<file path="config.mk">
export PLATFORM = sky130hd
export DESIGN_NAME = int_ctrl
export DESIGN_NICKNAME = d
export VERILOG_FILES = /design/src/rtl/int_ctrl.sv
export SDC_FILE = /design/constraint.sdc
export NUM_CORES = 1
export LEC_CHECK = 0
export BUFFER_PORTS_ARGS = -buffer_cell sky130_fd_sc_hd__buf_2
export CAP_MARGIN = 5
export CORE_MARGIN = 4
export CORE_UTILIZATION = 45
export DETAILED_ROUTE_END_ITERATION = 12
export MAX_ROUTING_LAYER = met4
export PLACE_DENSITY = 0.74
export SETUP_SLACK_MARGIN = 0.3
export SYNTH_ARGS = -nofsm -noshare
export SYNTH_HDL_FRONTEND = slang
export SYNTH_SLANG_ARGS = --single-unit
</file>
<file path="constraint.sdc">
create_clock -name clk -period 2.4 [get_ports clk]
set_clock_uncertainty 0.1 [all_clocks]
set_input_delay 0.48 -clock clk [delete_from_list [all_inputs] [get_ports clk]]
set_output_delay 0.48 -clock clk [all_outputs]
set_load 0.05 [all_outputs]
</file>
<file path="src/rtl/int_ctrl.sv">
// Six-source interrupt controller: IRQ synchronizers, edge/level pending,
// fixed priority with single-level in-service tracking, CP0 HWINT vector.
module int_ctrl #(
    parameter int         SYNC_STAGES  = 2,
    parameter logic [5:0] RESET_ENABLE = 6'h00
) (
    input  logic        clk,
    input  logic        Reset_n,
    input  logic [1:0]  Addr,
    input  logic        WE,
    input  logic [31:0] WData,
    output logic [31:0] RData,
    input  logic [5:0]  IRQ,
    input  logic        IntAck,
    output logic [5:0]  HWINT,
    output logic [2:0]  IntID
);

    typedef enum logic {IDLE, SERVICE} state_t;

    logic [SYNC_STAGES-1:0][5:0] sync_q;
    logic [5:0] s, s_d_q, rise;
    logic [5:0] en_q, mode_q, pend_q, pend_d;
    logic [5:0] hwint_q, above, eligible;
    logic [2:0] serv_q, serv_d, id;
    state_t     state_q, state_d;
    logic       wr_en, wr_mode, wr_pend, eoi;
    logic       ack_take, inservice;

    assign wr_en   = WE && (Addr == 2'd0);
    assign wr_mode = WE && (Addr == 2'd1);
    assign wr_pend = WE && (Addr == 2'd2);
    assign eoi     = WE && (Addr == 2'd3);

    assign s    = sync_q[SYNC_STAGES-1];
    assign rise = s & ~s_d_q;

    always_ff @(posedge clk or negedge Reset_n) begin
        if (!Reset_n) begin
            sync_q <= '0;
            s_d_q  <= '0;
        end else begin
            sync_q[0] <= IRQ;
            for (int k = 1; k < SYNC_STAGES; k++)
                sync_q[k] <= sync_q[k-1];
            s_d_q <= s;
        end
    end

    // Only sources strictly above the one in service may preempt the line.
    always_comb begin
        above = '0;
        for (int i = 0; i < 6; i++)
            above[i] = (3'(i) > serv_q);
    end

    assign eligible = (state_q == SERVICE) ? (pend_q & en_q & above)
                                           : (pend_q & en_q);

    always_comb begin
        id = 3'd7;
        for (int i = 0; i < 6; i++)
            if (eligible[i]) id = 3'(i);
    end

    assign IntID = id;

    always_comb begin
        pend_d = pend_q;
        for (int i = 0; i < 6; i++) begin
            if (mode_q[i]) begin
                if (ack_take && (id == 3'(i))) pend_d[i] = 1'b0;
                if (wr_pend && WData[i])       pend_d[i] = 1'b0;
                if (rise[i])                   pend_d[i] = 1'b1;
            end else begin
                pend_d[i] = s[i];
            end
            if (wr_mode && (WData[i] != mode_q[i])) pend_d[i] = 1'b0;
        end
    end

    always_ff @(posedge clk or negedge Reset_n) begin
        if (!Reset_n) begin
            en_q    <= RESET_ENABLE;
            mode_q  <= '0;
            pend_q  <= '0;
            hwint_q <= '0;
        end else begin
            if (wr_en)   en_q   <= WData[5:0];
            if (wr_mode) mode_q <= WData[5:0];
            pend_q  <= pend_d;
            hwint_q <= eligible;
        end
    end

    assign HWINT = hwint_q;

    always_ff @(posedge clk or negedge Reset_n) begin
        if (!Reset_n) begin
            state_q <= IDLE;
            serv_q  <= '0;
        end else begin
            state_q <= state_d;
            serv_q  <= serv_d;
        end
    end

    // EOI outranks a simultaneous IntAck; there is no nesting.
    always_comb begin
        state_d = state_q;
        serv_d  = serv_q;
        unique case (state_q)
            IDLE: begin
                if (IntAck && (id != 3'd7)) begin
                    state_d = SERVICE;
                    serv_d  = id;
                end
            end
            SERVICE: begin
                if (eoi) state_d = IDLE;
            end
            default: state_d = IDLE;
        endcase
    end

    always_comb begin
        inservice = (state_q == SERVICE);
        ack_take  = (state_q == IDLE) && IntAck && (id != 3'd7);
    end

    always_comb begin
        RData = '0;
        unique case (Addr)
            2'd0: RData[5:0] = en_q;
            2'd1: RData[5:0] = mode_q;
            2'd2: RData[5:0] = pend_q;
            2'd3: RData = {23'b0, inservice, 1'b0, serv_q, 1'b0, id};
            default: RData = '0;
        endcase
    end

endmodule

</file>
==> impl_metrics.json, run 1 <==
{
  "critPathKind": "register to primary output",
  "power_mw": 3.19,
  "cts_hold_buf": 0,
  "drt_iter0_drc": 120,
  "endpoint_kind": "primary output",
  "rsz0062_at_grt": "yes",
  "synth_top_flop_cell": "dfrtp_1",
  "route.detailed.drc": 0,
  "finalWeightedCongestion": 0.856,
  "fin_crit_ns": 2.82,
  "antenna_found_initial": 0,
  "h-tree-depth": 2,
  "via_count": 1780,
  "r2r.worst_path.cells": 8,
  "drv_slew": 0,
  "antenna_left": 0,
  "fmaxAchievable_mhz": 354,
  "finalCritPeriodShare_pct": 118,
  "routed_wl_mm": 5.23,
  "path_cells": "or3_4, o22ai_4, a21boi_4, nor2_4, mux4_2, buf_6",
  "drive_gt1_share_pct": 38.3,
  "yosysUniqueCellTypes": 48,
  "syn-instance-count": 213,
  "status": "complete, but fails checks",
  "cp.required_ns": 1.82,
  "cts_root_buf": "clkbuf_8",
  "ys_ff_latch": 46,
  "hold_violations": 0,
  "die_w_um": 79.1,
  "ys_warn_count": 0,
  "cts_tree": "built",
  "clock-sinks": 46,
  "ir_drop_mv": 0.510,
  "dr.pass1.iters": 4,
  "grt_pass1_wl_mm": 8.25,
  "start_util_pct": 47.2,
  "cp-start-kind": "register",
  "diodes": 0,
  "fin_hold_ws_ns": 0.0372,
  "r2r-start": "serv_q[2]$_DFFE_PN0P_",
  "clk_latency_ns": 0.30,
  "grtUsageTotal_pct": 17.4,
  "grt_pass1_vias": 1747,
  "violations": "setup timing",
  "cts.clk_slew.worst_paths_ns": 0.09,
  "die_area_sq_mm": 0.00626,
  "hpwl_mm": 3.62,
  "core_sq_mm": 0.00482,
  "grt_max_degree": 47,
  "die_h_um": 79.1,
  "r2r_end": "pend_q[2]$_DFFE_PN0P_",
  "ys_seq_area_share_pct": 50.6,
  "syn_to_final_growth_pct": 29.6,
  "cts.path.max_buffers": 2,
  "hold_class": "input pin to asynchronous set/reset pin",
  "synth-edff-count": 0,
  "syn_avg_cell_area_sq_um": 10.7,
  "syn-cell-area_sq_mm": 0.00227,
  "slowest_delay_ns": 0.47,
  "vias_per_cell": 5.10,
  "ios": 85,
  "wire_per_inst_um": 15.0,
  "power_density_mw_per_mm2": 1080,
  "final_common_cell": "dfrtp_1",
  "setup_viol": 6,
  "synth_async_sr_flop_share_pct": 100,
  "finalNetCount": 325,
  "port_buffers": 34,
  "path_max_fanout": 3,
  "rrSetupSlack_ns": 0.19,
  "layout_common_cells": "dfrtp_1, nand2_1, buf_4",
  "rows": 25,
  "cts_buffers": 5,
  "total_leakage_power_nw": 1.43,
  "cap_violations": 0,
  "gr-total-overflow": 0,
  "finalWorstSetupSlack_ns": -0.424,
  "slowest_stage": "mux4_2",
  "crit_arrival_ns": 2.24
}
==> Yosys cell counts (2+ instances only) <==
cell | n | share of area, %
a21oi_1 | 5 | 1.1
a41o_1 | 2 | 0.88
and3_1 | 2 | 0.55
buf_4 | 24 | 7.9
clkbuf_1 | 2 | 0.33
clkbuf_8 | 2 | 1.2
dfrtp_1 | 46 | 51
inv_1 | 5 | 0.83
mux2_2 | 6 | 3.0
mux4_2 | 4 | 4.0
nand2_1 | 43 | 7.1
nand2b_1 | 3 | 0.83
nand3_1 | 3 | 0.66
nor2_1 | 10 | 1.7
nor2b_1 | 3 | 0.83
o211a_1 | 3 | 1.3
o211ai_1 | 5 | 1.7
o21ai_0 | 13 | 2.9
o22ai_1 | 3 | 0.83
==> worst max-delay path by stage <==
stage                     cells after the start  endpoint                  start
after floorplan                               5  RData[2]  serv_q[0]$_DFFE_PN0P_
final                                         6  RData[1]  serv_q[1]$_DFFE_PN0P_
after detailed placement                      7  RData[0]  serv_q[2]$_DFFE_PN0P_
after global routing                          6  RData[1]  serv_q[1]$_DFFE_PN0P_
after global placement                        7  RData[0]  serv_q[2]$_DFFE_PN0P_
after CTS                                     6  RData[1]  serv_q[2]$_DFFE_PN0P_
==> sequential cells by signal, summed over array words and instances (netlist names) <==
name / cells
serv_q: 3
sync_q: 6
pend_q: 6
s: 6
en_q: 6
inservice: 1
s_d_q: 6
HWINT: 6
mode_q: 6
==> cells by family (layout without fill, tap and decap cells) <==
family                 after synthesis  in the layout  share of synthesized area [%]
AO/OA/AOI/OAI                       43             43                           13.9
buffers and inverters               34             80                           10.8
flip-flops                          46             46                           50.6
multiplexers                        12             12                           8.53
other                                1             24                          0.165
AND/OR/NAND/NOR                     77             77                           16.1
==> layer usage <==
layer | global-route usage (%) | vias up | share of wire [%]
met4 | 5.50 | 0 | 2.3
met2 | 27.9 | 71 | 50
li1 | - | 839 | -
met5 | - | - | 0
met3 | 3.85 | 11 | 6.3
met1 | 22.0 | 859 | 42
==> layout make-up <==
| class | instances | area [sq um] |
|---|---|---|
| tap | 67 | 83.8 |
| multi-input combinational | 156 | 1060 |
| clock inverter | 2 | 16.3 |
| inverter | 5 | 18.8 |
| timing repair buffer | 67 | 532 |
| clock buffer | 6 | 82.6 |
| sequential | 46 | 1150 |
| fill | 416 | 1870 |
==> what timing repair did <==
| item | 4_1_cts | 5_1_grt |
|---|---|---|
| pin swaps | 5 | 6 |
| setup endpoints to repair | 9 | 10 |
| hold endpoints to repair | 0 | 0 |
| buffers inserted | 3 | 6 |
| gates resized for setup | 30 | 17 |
==> through the flow <==
step | worst slack [ns] | TNS (ns) | utilization [%] | cells | area, sq um
5_1_grt | -0.465 | -1.92 | 61.2 | 349 | 2950
2_1_floorplan | -0.117 | -0.326 | - | 236 | 2400
6_report | -0.424 | -1.56 | 61.2 | 349 | 2950
3_3_place_gp | -0.123 | -0.285 | 54.3 | 332 | 2620
4_1_cts | -0.389 | -1.19 | 58.9 | 343 | 2840
3_5_place_dp | -0.151 | -0.338 | 54.3 | 332 | 2620
==> worst max-delay path: cells and delay by family, from the launching register on <==
family | cells | cell delay [ns]
buffers and inverters | 1 | 0.17
AND/OR/NAND/NOR | 2 | 0.44
flip-flops | 1 | 0.44
AO/OA/AOI/OAI | 2 | 0.42
multiplexers | 1 | 0.47
==> power by group <==
| part | switching [mW] | internal, mW | total [mW] |
|---|---|---|---|
| Sequential | 0.0995 | 0.900 | 0.999 |
| Combinational | 0.950 | 0.737 | 1.69 |
| Clock | 0.269 | 0.237 | 0.506 |
| Total | 1.32 | 1.87 | 3.19 |
Power figures use the tool's default switching activity.
==> run 2, diff against run 1 <==
--- a/config.mk
+++ b/config.mk
@@ -7,12 +7,15 @@
 export LEC_CHECK = 0
 export BUFFER_PORTS_ARGS = -buffer_cell sky130_fd_sc_hd__buf_2
 export CAP_MARGIN = 5
+export CELL_PAD_IN_SITES_DETAIL_PLACEMENT = 0
+export CELL_PAD_IN_SITES_GLOBAL_PLACEMENT = 1
 export CORE_MARGIN = 4
-export CORE_UTILIZATION = 45
+export CORE_UTILIZATION = 37
 export DETAILED_ROUTE_END_ITERATION = 12
 export MAX_ROUTING_LAYER = met4
-export PLACE_DENSITY = 0.74
+export PLACE_DENSITY_LB_ADDON = 0.1
 export SETUP_SLACK_MARGIN = 0.3
+export SLEW_MARGIN = 20
 export SYNTH_ARGS = -nofsm -noshare
 export SYNTH_HDL_FRONTEND = slang
 export SYNTH_SLANG_ARGS = --single-unit
==> run 2 against run 1 <==
The flow still finishes with violations (setup timing). Cell area is 3.9% higher. Register-to-register slack better by 0.14 ns. Clock-buffer cell count stayed put. Sequential power hardly changed. Die area is 19% higher. Critical path type unchanged. Largest cell class unchanged. Highest routed layer unchanged.
==> impl_metrics.json, run 2 (synthesis results as in run 1) <==
{
  "clk_latency_ns": 0.30,
  "grtUsageTotal_pct": 16.3,
  "total_leakage_power_nw": 1.50,
  "port_buffers": 34,
  "route.detailed.drc": 0,
  "grt_max_degree": 22,
  "crit_family": "multiplexers",
  "start_util_pct": 38.2,
  "rows": 28,
  "finalNetCount": 340,
  "final_common_cell": "dfrtp_1",
  "grt_pass1_vias": 1727,
  "layout_common_cells": "dfrtp_1, nand2_1, buf_4",
  "syn_to_final_growth_pct": 34.7,
  "ir_drop_mv": 0.782,
  "power_mw": 3.30,
  "gr-total-overflow": 0,
  "cp-start-kind": "register",
  "cts_buffers": 5,
  "slowest_stage": "mux4_2",
  "fin_crit_ns": 2.81,
  "wire_per_inst_um": 15.3,
  "fmaxAchievable_mhz": 356,
  "crit_arrival_ns": 2.23,
  "status": "complete, but fails checks",
  "grt_pass1_wl_mm": 9.01,
  "path_cells": "or3_4, o22ai_4, a21boi_4, nor2_4, mux4_2, buf_6",
  "diodes": 0,
  "finalWorstSetupSlack_ns": -0.408,
  "power_density_mw_per_mm2": 1080,
  "hold_class": "input pin to asynchronous set/reset pin",
  "drt_iter0_drc": 72,
  "antenna_left": 0,
  "dr.pass1.iters": 4,
  "placed_area_sq_mm": 0.00265,
  "finalCritPeriodShare_pct": 117,
  "finalWeightedCongestion": 0.866,
  "die_h_um": 86.4,
  "setup_viol": 6,
  "slowest_delay_ns": 0.48,
  "clock-sinks": 46,
  "h-tree-depth": 2,
  "die_area_sq_mm": 0.00747,
  "critPathKind": "register to primary output",
  "crit_buf_inv": 1,
  "hold_violations": 0,
  "tns_ns": -1.63,
  "rsz0062_at_grt": "yes",
  "cp.required_ns": 1.82,
  "drive_gt1_share_pct": 41.1,
  "drv_slew": 0,
  "die_w_um": 86.4,
  "dpl_worst_slack_ns": -0.143,
  "cap_violations": 0,
  "hpwl_mm": 4.07,
  "ios": 85,
  "cts.clk_slew.worst_paths_ns": 0.09,
  "cts.path.max_buffers": 2,
  "path_max_fanout": 2,
  "antenna_found_initial": 0,
  "cts_tree": "built",
  "fin_hold_ws_ns": 0.0236,
  "violations": "setup timing",
  "cts_hold_buf": 0,
  "routed_wl_mm": 5.68,
  "vias_per_cell": 4.85,
  "endpoint_kind": "primary output",
  "core_sq_mm": 0.00596,
  "via_count": 1805,
  "finish.instance_area_sq_mm": 0.00306,
  "cts_root_buf": "clkbuf_8"
}
==> run 2: per-stage QoR <==
step	cells	util (%)
after global routing	372	51.4
final	372	51.4
after detailed placement	345	44.5
after global placement	345	44.5
after floorplan	236	-
after CTS	361	49.1
==> run 2: routing by layer <==
metal	GRT usage (%)	share of wire [%]	vias to the layer above
li1	-	-	869
met1	21.8	44	879
met2	24.6	48	49
met3	4.56	6.1	8
met4	3.97	1.5	0
met5	-	0	-
==> run 2: path summary, 6_finish.rpt <==
kind,startpoint,endpoint,slack [ns],cells past startpoint
setup / recovery,serv_q[2]$_DFFE_PN0P_,RData[1],-0.41,6
hold / removal,Reset_n,serv_q[2]$_DFFE_PN0P_,0.02,1
setup reg to reg,serv_q[2]$_DFFE_PN0P_,pend_q[2]$_DFFE_PN0P_,0.33,8
hold reg to reg,sync_q[1]$_DFF_PN0_,s[1]$_DFF_PN0_,0.25,0
max in group asynchronous,Reset_n,inservice$_DFF_PN0_,1.59,2
min in group clk,IRQ[2],sync_q[2]$_DFF_PN0_,0.18,1
==> run 2: worst register-to-register path: stages (launching register included) <==
cell and delay (ns):
dfrtp_1 0.37, buf_4 0.12, buf_6 0.11, nand2_2 0.09, o21bai_4 0.20, nand2_2 0.11
buf_6 0.14, or4_4 0.50, a41o_1 0.24
==> run 2: power breakdown <==
part / internal [mW] / total [mW] / switching (mW)
clock network: 0.206 / 0.472 / 0.266
registers: 0.900 / 0.996 / 0.0960
logic: 0.852 / 1.83 / 0.980
==> run 2: area by class of cell <==
type                    instances  area, sq um
fillers                       571         2890
flip-flops and latches         46         1150
multi-input cells             156         1060
repair buffers                 82          651
well taps                      75         93.8
clock buffers                   6         72.6
inverters                       5         18.8
clock inverters                 2         13.8
==> run 2: timing repair <==
item | in CTS | in global routing
setup endpoints to repair | 9 | 9
endpoints found under the hold margin | 0 | 0
setup buffers | 8 | 11
gates resized for setup | 39 | 12
pin swaps | 5 | 7
